<file path="src/rtl/crypt_feeder_pkg.sv">
// Shared types and defaults for the crypt_feeder byte-to-powermod bridge.
// Latency: n/a (declarations only).
// Backpressure: n/a.
package crypt_feeder_pkg;
  localparam int BYTE_W         = 8;
  localparam int DEF_FIFO_DEPTH = 4;
  localparam int DEF_TMO_CYCLES = 63;

  typedef enum logic [1:0] {
    ST_IDLE  = 2'd0,
    ST_ISSUE = 2'd1,
    ST_WAIT  = 2'd2,
    ST_OUT   = 2'd3
  } state_t;
endpackage

</file>
<file path="src/rtl/byte_fifo.sv">
// Byte FIFO with registered storage and show-ahead head output.
// Latency: a pushed byte is visible at o_head_dat the cycle after the push.
// Backpressure: o_full is exported; a push while full is discarded, push+pop in one cycle both apply.
module byte_fifo
  import crypt_feeder_pkg::*;
#(
  parameter int DEPTH = DEF_FIFO_DEPTH
) (
  input  logic              clk,
  input  logic              rst_n,
  input  logic              i_push,
  input  logic [BYTE_W-1:0] i_push_dat,
  input  logic              i_pop,
  output logic [BYTE_W-1:0] o_head_dat,
  output logic              o_full,
  output logic              o_empty
);
  localparam int AW = (DEPTH > 1) ? $clog2(DEPTH) : 1;
  localparam logic [AW:0] PTR_ONE = {{AW{1'b0}}, 1'b1};

  // Pointers carry one extra wrap bit so full and empty are distinguishable.
  logic [AW:0]       r_wr_ptr;
  logic [AW:0]       r_rd_ptr;
  logic [BYTE_W-1:0] r_mem [DEPTH];
  logic              w_do_push;
  logic              w_do_pop;

  assign o_empty    = (r_wr_ptr == r_rd_ptr);
  assign o_full     = (r_wr_ptr[AW] != r_rd_ptr[AW]) &&
                      (r_wr_ptr[AW-1:0] == r_rd_ptr[AW-1:0]);
  assign w_do_push  = i_push && !o_full;
  assign w_do_pop   = i_pop && !o_empty;
  assign o_head_dat = r_mem[r_rd_ptr[AW-1:0]];

  // Storage needs no reset: only entries between the pointers are ever read.
  always_ff @(posedge clk) begin
    if (w_do_push) r_mem[r_wr_ptr[AW-1:0]] <= i_push_dat;
  end

  // Pointer advance, wrapping naturally modulo 2*DEPTH.
  always_ff @(posedge clk or negedge rst_n) begin
    if (!rst_n) begin
      r_wr_ptr <= '0;
      r_rd_ptr <= '0;
    end else begin
      if (w_do_push) r_wr_ptr <= r_wr_ptr + PTR_ONE;
      if (w_do_pop)  r_rd_ptr <= r_rd_ptr + PTR_ONE;
    end
  end
endmodule

</file>
<file path="src/rtl/crypt_feeder.sv">
// Feeds buffered bytes one at a time to an external powermod core and returns results in order.
// Latency: ISSUE to out_valid = core latency + 1; back-to-back byte spacing = core latency + 3.
// Backpressure: in_ready drops on FIFO full or bad key; OUT holds until out_ready; core stall aborts after TMO_CYCLES.
module crypt_feeder
  import crypt_feeder_pkg::*;
#(
  parameter int FIFO_DEPTH = DEF_FIFO_DEPTH,
  parameter int TMO_CYCLES = DEF_TMO_CYCLES
) (
  input  logic              clk,
  input  logic              rst,
  input  logic              key_ld,
  input  logic [BYTE_W-1:0] key_e,
  input  logic [BYTE_W-1:0] key_n,
  input  logic              in_valid,
  input  logic [BYTE_W-1:0] in_data,
  output logic              in_ready,
  output logic              out_valid,
  output logic [BYTE_W-1:0] out_data,
  input  logic              out_ready,
  output logic              pm_start,
  output logic [BYTE_W-1:0] pm_a,
  output logic [BYTE_W-1:0] pm_b,
  output logic [BYTE_W-1:0] pm_m,
  input  logic [BYTE_W-1:0] pm_res,
  input  logic              pm_rdy,
  output logic              busy,
  output logic              cfg_err,
  output logic              tmo_err
);
  localparam logic [7:0] TMO_LAST = 8'(TMO_CYCLES - 1);

  state_t            r_state;
  state_t            w_state_nxt;
  logic [BYTE_W-1:0] r_key_e;
  logic [BYTE_W-1:0] r_key_n;
  logic [7:0]        r_tmo_cnt;
  logic              r_out_vld;
  logic [BYTE_W-1:0] r_out_dat;
  logic              r_tmo_err;
  logic              w_push;
  logic              w_pop;
  logic              w_tmo_hit;
  logic              w_key_we;
  logic              w_fifo_full;
  logic              w_fifo_empty;
  logic [BYTE_W-1:0] w_head_dat;

  assign cfg_err   = (r_key_n < 8'd2);
  assign in_ready  = !w_fifo_full && !cfg_err;
  assign w_push    = in_valid && in_ready;
  // Keys only change when nothing is queued or in flight, so operands stay stable per byte.
  assign w_key_we  = key_ld && (r_state == ST_IDLE) && w_fifo_empty;
  assign busy      = (r_state != ST_IDLE) || !w_fifo_empty;
  assign out_valid = r_out_vld;
  assign out_data  = r_out_dat;
  assign tmo_err   = r_tmo_err;
  // Head cannot move before the pm_rdy/timeout pop, so pm_a is stable for the whole transaction.
  assign pm_a      = w_head_dat;
  assign pm_b      = r_key_e;
  assign pm_m      = r_key_n;

  byte_fifo #(.DEPTH(FIFO_DEPTH)) u_fifo (
    .clk        (clk),
    .rst_n      (rst),
    .i_push     (w_push),
    .i_push_dat (in_data),
    .i_pop      (w_pop),
    .o_head_dat (w_head_dat),
    .o_full     (w_fifo_full),
    .o_empty    (w_fifo_empty)
  );

  // State register.
  always_ff @(posedge clk or negedge rst) begin
    if (!rst) r_state <= ST_IDLE;
    else      r_state <= w_state_nxt;
  end

  // Next-state, start pulse and FIFO pop decisions; pm_rdy only matters in WAIT.
  always_comb begin
    w_state_nxt = r_state;
    pm_start    = 1'b0;
    w_pop       = 1'b0;
    w_tmo_hit   = 1'b0;
    case (r_state)
      ST_IDLE: begin
        if (!w_fifo_empty && !cfg_err) w_state_nxt = ST_ISSUE;
      end
      ST_ISSUE: begin
        pm_start    = 1'b1;
        w_state_nxt = ST_WAIT;
      end
      ST_WAIT: begin
        if (pm_rdy) begin
          w_pop       = 1'b1;
          w_state_nxt = ST_OUT;
        end else if (r_tmo_cnt == TMO_LAST) begin
          w_pop       = 1'b1;
          w_tmo_hit   = 1'b1;
          w_state_nxt = ST_IDLE;
        end
      end
      ST_OUT: begin
        if (out_ready) w_state_nxt = ST_IDLE;
      end
      default: w_state_nxt = ST_IDLE;
    endcase
  end

  // Key latch, WAIT-cycle counter, result register and sticky timeout flag.
  always_ff @(posedge clk or negedge rst) begin
    if (!rst) begin
      r_key_e   <= '0;
      r_key_n   <= '0;
      r_tmo_cnt <= '0;
      r_out_vld <= 1'b0;
      r_out_dat <= '0;
      r_tmo_err <= 1'b0;
    end else begin
      if (w_key_we) begin
        r_key_e <= key_e;
        r_key_n <= key_n;
      end
      if (r_state == ST_ISSUE)     r_tmo_cnt <= '0;
      else if (r_state == ST_WAIT) r_tmo_cnt <= r_tmo_cnt + 8'd1;
      if ((r_state == ST_WAIT) && pm_rdy) begin
        r_out_vld <= 1'b1;
        r_out_dat <= pm_res;
      end else if ((r_state == ST_OUT) && out_ready) begin
        r_out_vld <= 1'b0;
      end
      if (w_tmo_hit) r_tmo_err <= 1'b1;
    end
  end
endmodule

</file>
<file path="config.mk">
export PLATFORM = sky130hd
export DESIGN_NAME = crypt_feeder
export DESIGN_NICKNAME = d
export VERILOG_FILES = /design/src/rtl/crypt_feeder_pkg.sv /design/src/rtl/byte_fifo.sv /design/src/rtl/crypt_feeder.sv
export SDC_FILE = /design/constraint.sdc
export NUM_CORES = 1
export LEC_CHECK = 0
export CORE_ASPECT_RATIO = 1.2
export CORE_UTILIZATION = 30
export DETAILED_ROUTE_END_ITERATION = 12
export DONT_BUFFER_PORTS = 1
export SLEW_MARGIN = 0
export SYNTH_ARGS = -nofsm -noshare
export SYNTH_HDL_FRONTEND = slang
export SYNTH_SLANG_ARGS = --single-unit
</file>
<file path="constraint.sdc">
create_clock -name clk -period 2.4 [get_ports clk]
set_clock_uncertainty 0.1 [all_clocks]
set_input_delay 0.12 -clock clk [delete_from_list [all_inputs] [get_ports clk]]
set_output_delay 0.12 -clock clk [all_outputs]
set_load 0.05 [all_outputs]
</file>
==> flow_metrics.env, run 1 <==
export IMPL_rows=41
export IMPL_maxCapViolations=0
export IMPL_dp_hpwl_microns=3820
export IMPL_vias=1807
export IMPL_fin_ws_ps=274
export IMPL_syn_num_nets=251
export IMPL_synth_cell_types=38
export IMPL_fmax_mhz=470
export IMPL_drt_wirelength_per_cell_microns=14.8
export IMPL_cts_root_buf="clkbuf_16"
export IMPL_path_class="flop to output port"
export IMPL_grt_use_total=0.113
export IMPL_critPathLaunchType="flop"
export IMPL_drtAntennaViolNets=0
export IMPL_synthTopCellsByArea="dfrtp_1 (32%), edfxtp_1 (30%), mux2_2 (5.5%)"
export IMPL_via_per_inst=4.65
export IMPL_cts_tree="done"
export IMPL_dr_pass1_iters=4
export IMPL_antenna_cells=0
export IMPL_hold_viol=0
export IMPL_p_per_area_mw_per_mm2=1570
export IMPL_grt_pass1_wl_microns=9700
export IMPL_synthCells=201
export IMPL_wl_microns=5750
export IMPL_die_h_microns=116
export IMPL_rsz0062_at_grt="false"
export IMPL_status="finished, final reports clean"
export IMPL_mostFrequentLayoutCell="dfrtp_1"
export IMPL_place_congestion=0.738
export IMPL_cts_buffers=9
export IMPL_initial_core_util=0.309
export IMPL_drive_gt1_frac=0.296
export IMPL_finalNetCount=305
export IMPL_yosysTopAreaCellShare=0.323
export IMPL_post_route_drc_count=0
export IMPL_synth_area_sq_mm=0.00325
export IMPL_yosysTopAreaCell="dfrtp_1"
export IMPL_ir_drop_uv=782
export IMPL_drtIter0Drc=21
export IMPL_ys_seq_area_frac=0.619
export IMPL_total_power_mw=6.66
export IMPL_p_leak_nw=1.76
export IMPL_worstPathArrival_ps=1910
export IMPL_port_buffers=0
export IMPL_clk_transition_reported_paths_ps=60
export IMPL_die_area_sq_mm=0.0113
export IMPL_ctsHtreeMaxLevel=3
export IMPL_fin_crit_ps=2130
export IMPL_dp_slack_ps=359
export IMPL_drv_slew=0
export IMPL_async_reset_ff_frac=0.568
export IMPL_io_pins=76
export IMPL_critPathMaxFanout=6
export IMPL_worst_pin_slew_ps=567
export IMPL_yosysWarningCount=0
export IMPL_ys_ff_latch=74
export IMPL_setup_viol_count_final=0
export IMPL_dieWidth_microns=97.0
export IMPL_grt_max_degree=43
export IMPL_worstPathRequired_ps=2180
export IMPL_regToRegSetupSlack_ps=380
export IMPL_synth_edf_count=32
export IMPL_antenna_found_initial=0
export IMPL_slew_headroom=0.622
export IMPL_grt_pass1_vias=1947
export IMPL_clock_sinks=74
export IMPL_crit_chain="or4_4 > nor4_4 > a21oi_4 > buf_4"
export IMPL_clock_path_buffers=2
export IMPL_slowest_stage="or4_4"
export IMPL_syn_avg_cell_area_sq_um=16.2
export IMPL_synthToLayoutAreaGrowth_pct=30.4
export IMPL_setup_worst_path_end_class="output port"
export IMPL_cpPeakStageDelay_ps=540
export IMPL_synth_ff_type="dfrtp_1"
export IMPL_grt_overflow_total=0
export IMPL_layout_common_cells="dfrtp_1 (39), dlygate4sd3_1 (36), edfxtp_1 (32)"
export IMPL_core_area_sq_mm=0.0105
export IMPL_period_share=0.886
export IMPL_hold_path_class="input pin to flop"
export IMPL_clock_latency_ps=330
export IMPL_fillers=947
path summary, 6_finish.rpt:
check / start / endpoint / depth (start not counted)
worst max-delay path: pm_m[3]$_DFFE_PN0P_ / in_ready / 4
worst min-delay path: in_valid / u_fifo.r_mem[2][2]$_DFFE_PP_ / 1
worst max register to register: r_state[0]$_DFFE_PN0P_ / pm_m[0]$_DFFE_PN0P_ / 6
worst min register to register: u_fifo.r_rd_ptr[2]$_DFFE_PN0P_ / u_fifo.r_rd_ptr[2]$_DFFE_PN0P_ / 1
max in group asynchronous: rst / pm_m[3]$_DFFE_PN0P_ / 2
min in group asynchronous: rst / out_data[0]$_DFFE_PN0P_ / 2
registers in the layout (all words and copies together) (netlist names):
name	flops
pm_b	8
pm_m	8
out_valid	1
r_state	2
u_fifo.r_mem	32
out_data	8
u_fifo.r_rd_ptr	3
r_tmo_cnt	8
tmo_err	1
u_fifo.r_wr_ptr	3
cell type report:
type / count / area, sq um / area share
Inverter: 11 / 41.3 / 0.00973
Clock inverter: 7 / 141 / 0.0333
Clock buffer: 9 / 225 / 0.0531
Sequential cell: 74 / 2020 / 0.475
Tap cell: 129 / 161 / 0.0381
Timing Repair Buffer: 49 / 470 / 0.111
Multi-Input combinational cell: 110 / 1190 / 0.280
Yosys cell counts (2+ instances only):
cell,n
nor3b_1,3
buf_6,2
mux4_1,5
nor2_1,3
and3_1,4
inv_1,11
ha_1,12
nand3_1,4
xor2_2,3
xor2_1,5
dfrtp_1,42
a21oi_1,8
o22ai_1,3
mux2_2,16
edfxtp_1,32
mux4_2,3
clkbuf_1,3
nor4_4,2
mux2_1,2
mux2_4,10
xnor2_1,2
nand2_1,10
metrics by stage:
step / hold slack (ps) / TNS [ps] / utilization / cell area (sq um) / cells
floorplan: -276 / -8950 / - / 3280 / 201
global placement: -274 / 0 / 0.332 / 3490 / 336
detailed placement: -275 / 0 / 0.332 / 3490 / 336
CTS: 42.7 / 0 / 0.403 / 4240 / 389
global route: 36.1 / 0 / 0.403 / 4240 / 389
finish: 48.8 / 0 / 0.403 / 4240 / 389
logic make-up (layout without fill, tap and decap cells):
kind of cell | count (synthesis) | count (layout) | synth area share
AO/OA/AOI/OAI | 17 | 17 | 0.0319
XOR/XNOR | 10 | 10 | 0.0339
adder cells (fa/ha/maj) | 12 | 12 | 0.0462
buffers and inverters | 17 | 76 | 0.0254
flip-flops | 74 | 74 | 0.619
multiplexers | 36 | 36 | 0.170
AND/OR/NAND/NOR | 35 | 35 | 0.0743
repair_timing:
action	4_1_cts	5_1_grt
resized for setup	0	0
buffers inserted	0	0
setup endpoints to repair	0	0
hold buffers	37	0
endpoints found under the hold margin	102	0
report_power, final:
group,total [mW],internal (mW),switching [mW]
combinational,2.38,0.947,1.43
sequential,2.66,1.79,0.866
clock,1.62,1.12,0.504
critical path: cells and delay by family (launching register included):
kind / cells / cell delay (ps)
AOI/OAI and AO/OA: 1 / 90
buffers and inverters: 1 / 210
DFF: 1 / 400
and+or+nand+nor: 2 / 880
metal layers:
layer / GRT usage / routed length [microns] / vias up
li1: - / - / 838
met1: 0.125 / 2380 / 893
met4: 0.0478 / 95 / 0
met2: 0.196 / 2900 / 68
met5: 0 / 0 / -
met3: 0.0434 / 379 / 8
Power figures use the tool's default switching activity.
==> run 2: changes to the inputs <==
--- a/config.mk
+++ b/config.mk
@@ -5,10 +5,12 @@
 export SDC_FILE = /design/constraint.sdc
 export NUM_CORES = 1
 export LEC_CHECK = 0
+export ABC_AREA = 1
 export CORE_ASPECT_RATIO = 1.2
 export CORE_UTILIZATION = 30
 export DETAILED_ROUTE_END_ITERATION = 12
 export DONT_BUFFER_PORTS = 1
+export PLACE_DENSITY = 0.54
 export SLEW_MARGIN = 0
 export SYNTH_ARGS = -nofsm -noshare
 export SYNTH_HDL_FRONTEND = slang
==> flow_metrics.env, run 2 <==
export IMPL_vias=2298
export IMPL_holdWs_ps=37.6
export IMPL_violations="design-rule violations"
export IMPL_fillers=1021
export IMPL_fin_ws_ps=366
export IMPL_final_cell_count_no_fill=505
export IMPL_post_route_drc_count=1
export IMPL_fmax_mhz=492
export IMPL_synthAdderAreaFrac=0.0450
export IMPL_wl_microns=6610
export IMPL_port_buffers=0
export IMPL_synth_xor_area_frac=0.0187
export IMPL_cts_buffers=9
export IMPL_setup_worst_path_end_class="flop"
export IMPL_p_leak_nw=1.86
export IMPL_fin_crit_ps=2030
export IMPL_ctsHtreeMaxLevel=3
export IMPL_die_h_microns=118
export IMPL_cts_tree="done"
export IMPL_holdPathStages=6
export IMPL_clk_transition_reported_paths_ps=60
export IMPL_r2r_start="r_state[1]$_DFFE_PN0P_"
export IMPL_synth_most_common_cell="nand2_1"
export IMPL_path_class="flop to flop"
export IMPL_core_area_sq_mm=0.0107
export IMPL_mostFrequentLayoutCell="nand2_1"
export IMPL_setup_viol_count_final=0
export IMPL_cts_resized=0
export IMPL_tns_ps=0
export IMPL_synthToLayoutAreaGrowth_pct=28.2
export IMPL_synthTopCellsByArea="dfrtp_1 (31%), edfxtp_1 (29%), nand2_1 (7.2%)"
export IMPL_rr_worst_depth=6
export IMPL_hold_viol=0
export IMPL_cts_hold_buffers=37
export IMPL_ys_seq_area_frac=0.602
export IMPL_largest_register_ffs=32
export IMPL_yosysWarningCount=0
export IMPL_dp_hpwl_microns=4400
export IMPL_rows=41
export IMPL_worst_pin_slew_ps=544
export IMPL_clock_latency_ps=330
export IMPL_clock_path_buffers=2
export IMPL_grt_pass1_wl_microns=10700
export IMPL_finalNetCount=421
export IMPL_syn_num_nets=362
export IMPL_multi_input_area_sq_mm=0.00112
export IMPL_critPathMaxFanout=20
export IMPL_grt_max_degree=43
export IMPL_drive_gt1_frac=0.165
export IMPL_regToRegSetupSlack_ps=370
export IMPL_fin_util=0.401
export IMPL_initial_core_util=0.313
export IMPL_critPathLaunchType="flop"
export IMPL_stdcell_area_sq_mm=0.00428
export IMPL_synth_top_family_by_area="simple AND/OR/NAND/NOR gates"
export IMPL_yosysTopAreaCellShare=0.315
export IMPL_rsz0062_at_grt="false"
export IMPL_synth_area_sq_mm=0.00334
export IMPL_status="complete, but fails checks"
export IMPL_placed_cells=452
export IMPL_synth_common_cells="nand2_1 (64), dfrtp_1 (42), edfxtp_1 (32)"
export IMPL_syn_avg_cell_area_sq_um=10.7
export IMPL_dr_pass1_iters=10
export IMPL_cp_startpoint="r_state[1]$_DFFE_PN0P_"
export IMPL_antenna_found_initial=0
export IMPL_drv_slew=0
export IMPL_cts_root_buf="clkbuf_16"
export IMPL_hold_path_class="input pin to flop"
export IMPL_layout_common_cells="nand2_1 (64), dfrtp_1 (42), dlygate4sd3_1 (36)"
export IMPL_via_per_inst=4.55
export IMPL_total_power_mw=6.48
export IMPL_placed_area_sq_mm=0.00357
export IMPL_period_share=0.848
export IMPL_p_per_area_mw_per_mm2=1510
export IMPL_drtIter0Drc=76
export IMPL_r2r_end="pm_b[1]$_DFFE_PN0P_"
export IMPL_postCtsSetupBuffers=0
export IMPL_ir_drop_uv=663
export IMPL_dieWidth_microns=98.3
export IMPL_drt_wirelength_per_cell_microns=13.1
export IMPL_synthCells=312
export IMPL_worstPathRequired_ps=2570
export IMPL_synthSimpleGateAreaFrac=0.156
export IMPL_synth_ff_type="dfrtp_1"
export IMPL_worstPathArrival_ps=2200
export IMPL_synth_edf_count=32
export IMPL_synth_cell_types=31
export IMPL_grt_overflow_total=0
export IMPL_hold_path_startpoint="out_ready"
export IMPL_async_reset_ff_frac=0.568
export IMPL_slew_headroom=0.636
export IMPL_synth_compound_area_share=0.0884
export IMPL_ys_ff_latch=74
export IMPL_maxCapViolations=0
export IMPL_yosysTopAreaCell="dfrtp_1"
export IMPL_synthMuxAreaShare=0.0270
export IMPL_dp_slack_ps=372
export IMPL_grt_use_total=0.120
export IMPL_clock_sinks=74
export IMPL_holdPathEnd="r_state[1]$_DFFE_PN0P_"
export IMPL_antenna_cells=0
export IMPL_grt_pass1_vias=2300
export IMPL_drtAntennaViolNets=0
export IMPL_die_area_sq_mm=0.0116
export IMPL_io_pins=76
export IMPL_place_congestion=0.727
export IMPL_regArea_sq_mm=0.00201
==> run 2: cell types whose count changed after synthesis, sizes merged, moves of 8 or more <==
cell	change
inv	+21
nor2	+25
o21ai	+36
nand2	+60
mux2	-20
mux4	-8
==> run 2: power by group <==
part / internal [mW] / switching (mW) / leakage [nW] / total (mW)
logic: 0.813 / 1.59 / 0.883 / 2.40
registers: 1.75 / 0.912 / 0.819 / 2.66
clock network: 0.924 / 0.489 / 0.161 / 1.41
total: 3.49 / 2.99 / 1.86 / 6.48
==> run 2: routing by layer <==
layer / vias up / part of all wire / track usage
met5: - / 0 / 0
met4: 0 / 0.016 / 0.0504
met3: 9 / 0.076 / 0.0445
met2: 73 / 0.48 / 0.198
met1: 1061 / 0.43 / 0.139
li1: 1155 / - / -
==> run 2: kinds of logic (layout without fill, tap and decap cells) <==
group                      Yosys count  in the layout
muxes                                8              8
and+or+nand+nor                    118            118
DFF                                 74             74
adders and majority gates           12             12
buffers and inverters               42            106
xor gates and xnor gates             5              5
AOI/OAI and AO/OA                   53             53
==> run 2: how the worst max path moves through the flow <==
stage                                        end  depth (start not counted)
finish                       pm_b[1]$_DFFE_PN0P_                          6
global placement             pm_m[3]$_DFFE_PN0P_                          6
detailed placement           pm_b[6]$_DFFE_PN0P_                          6
floorplan           u_fifo.r_mem[0][0]$_DFFE_PP_                          6
global route                 pm_b[5]$_DFFE_PN0P_                          6
CTS                          pm_b[6]$_DFFE_PN0P_                          6
==> run 2: cell type report <==
| type | instances | share of cell area |
|---|---|---|
| timing repair buffer | 58 | 0.126 |
| multi-input combinational | 196 | 0.261 |
| sequential | 74 | 0.470 |
| clock buffer | 13 | 0.0658 |
| tap | 129 | 0.0377 |
| clock inverter | 3 | 0.0102 |
| inverter | 32 | 0.0292 |
==> run 2: worst max-delay path, cell delays in order, from the launching register on <==
cell and delay [ps]:
dfrtp_1 410, inv_1 150, ha_1 250, nand2_1 290, nor2_4 550, nand2_1 120
nand2_1 100
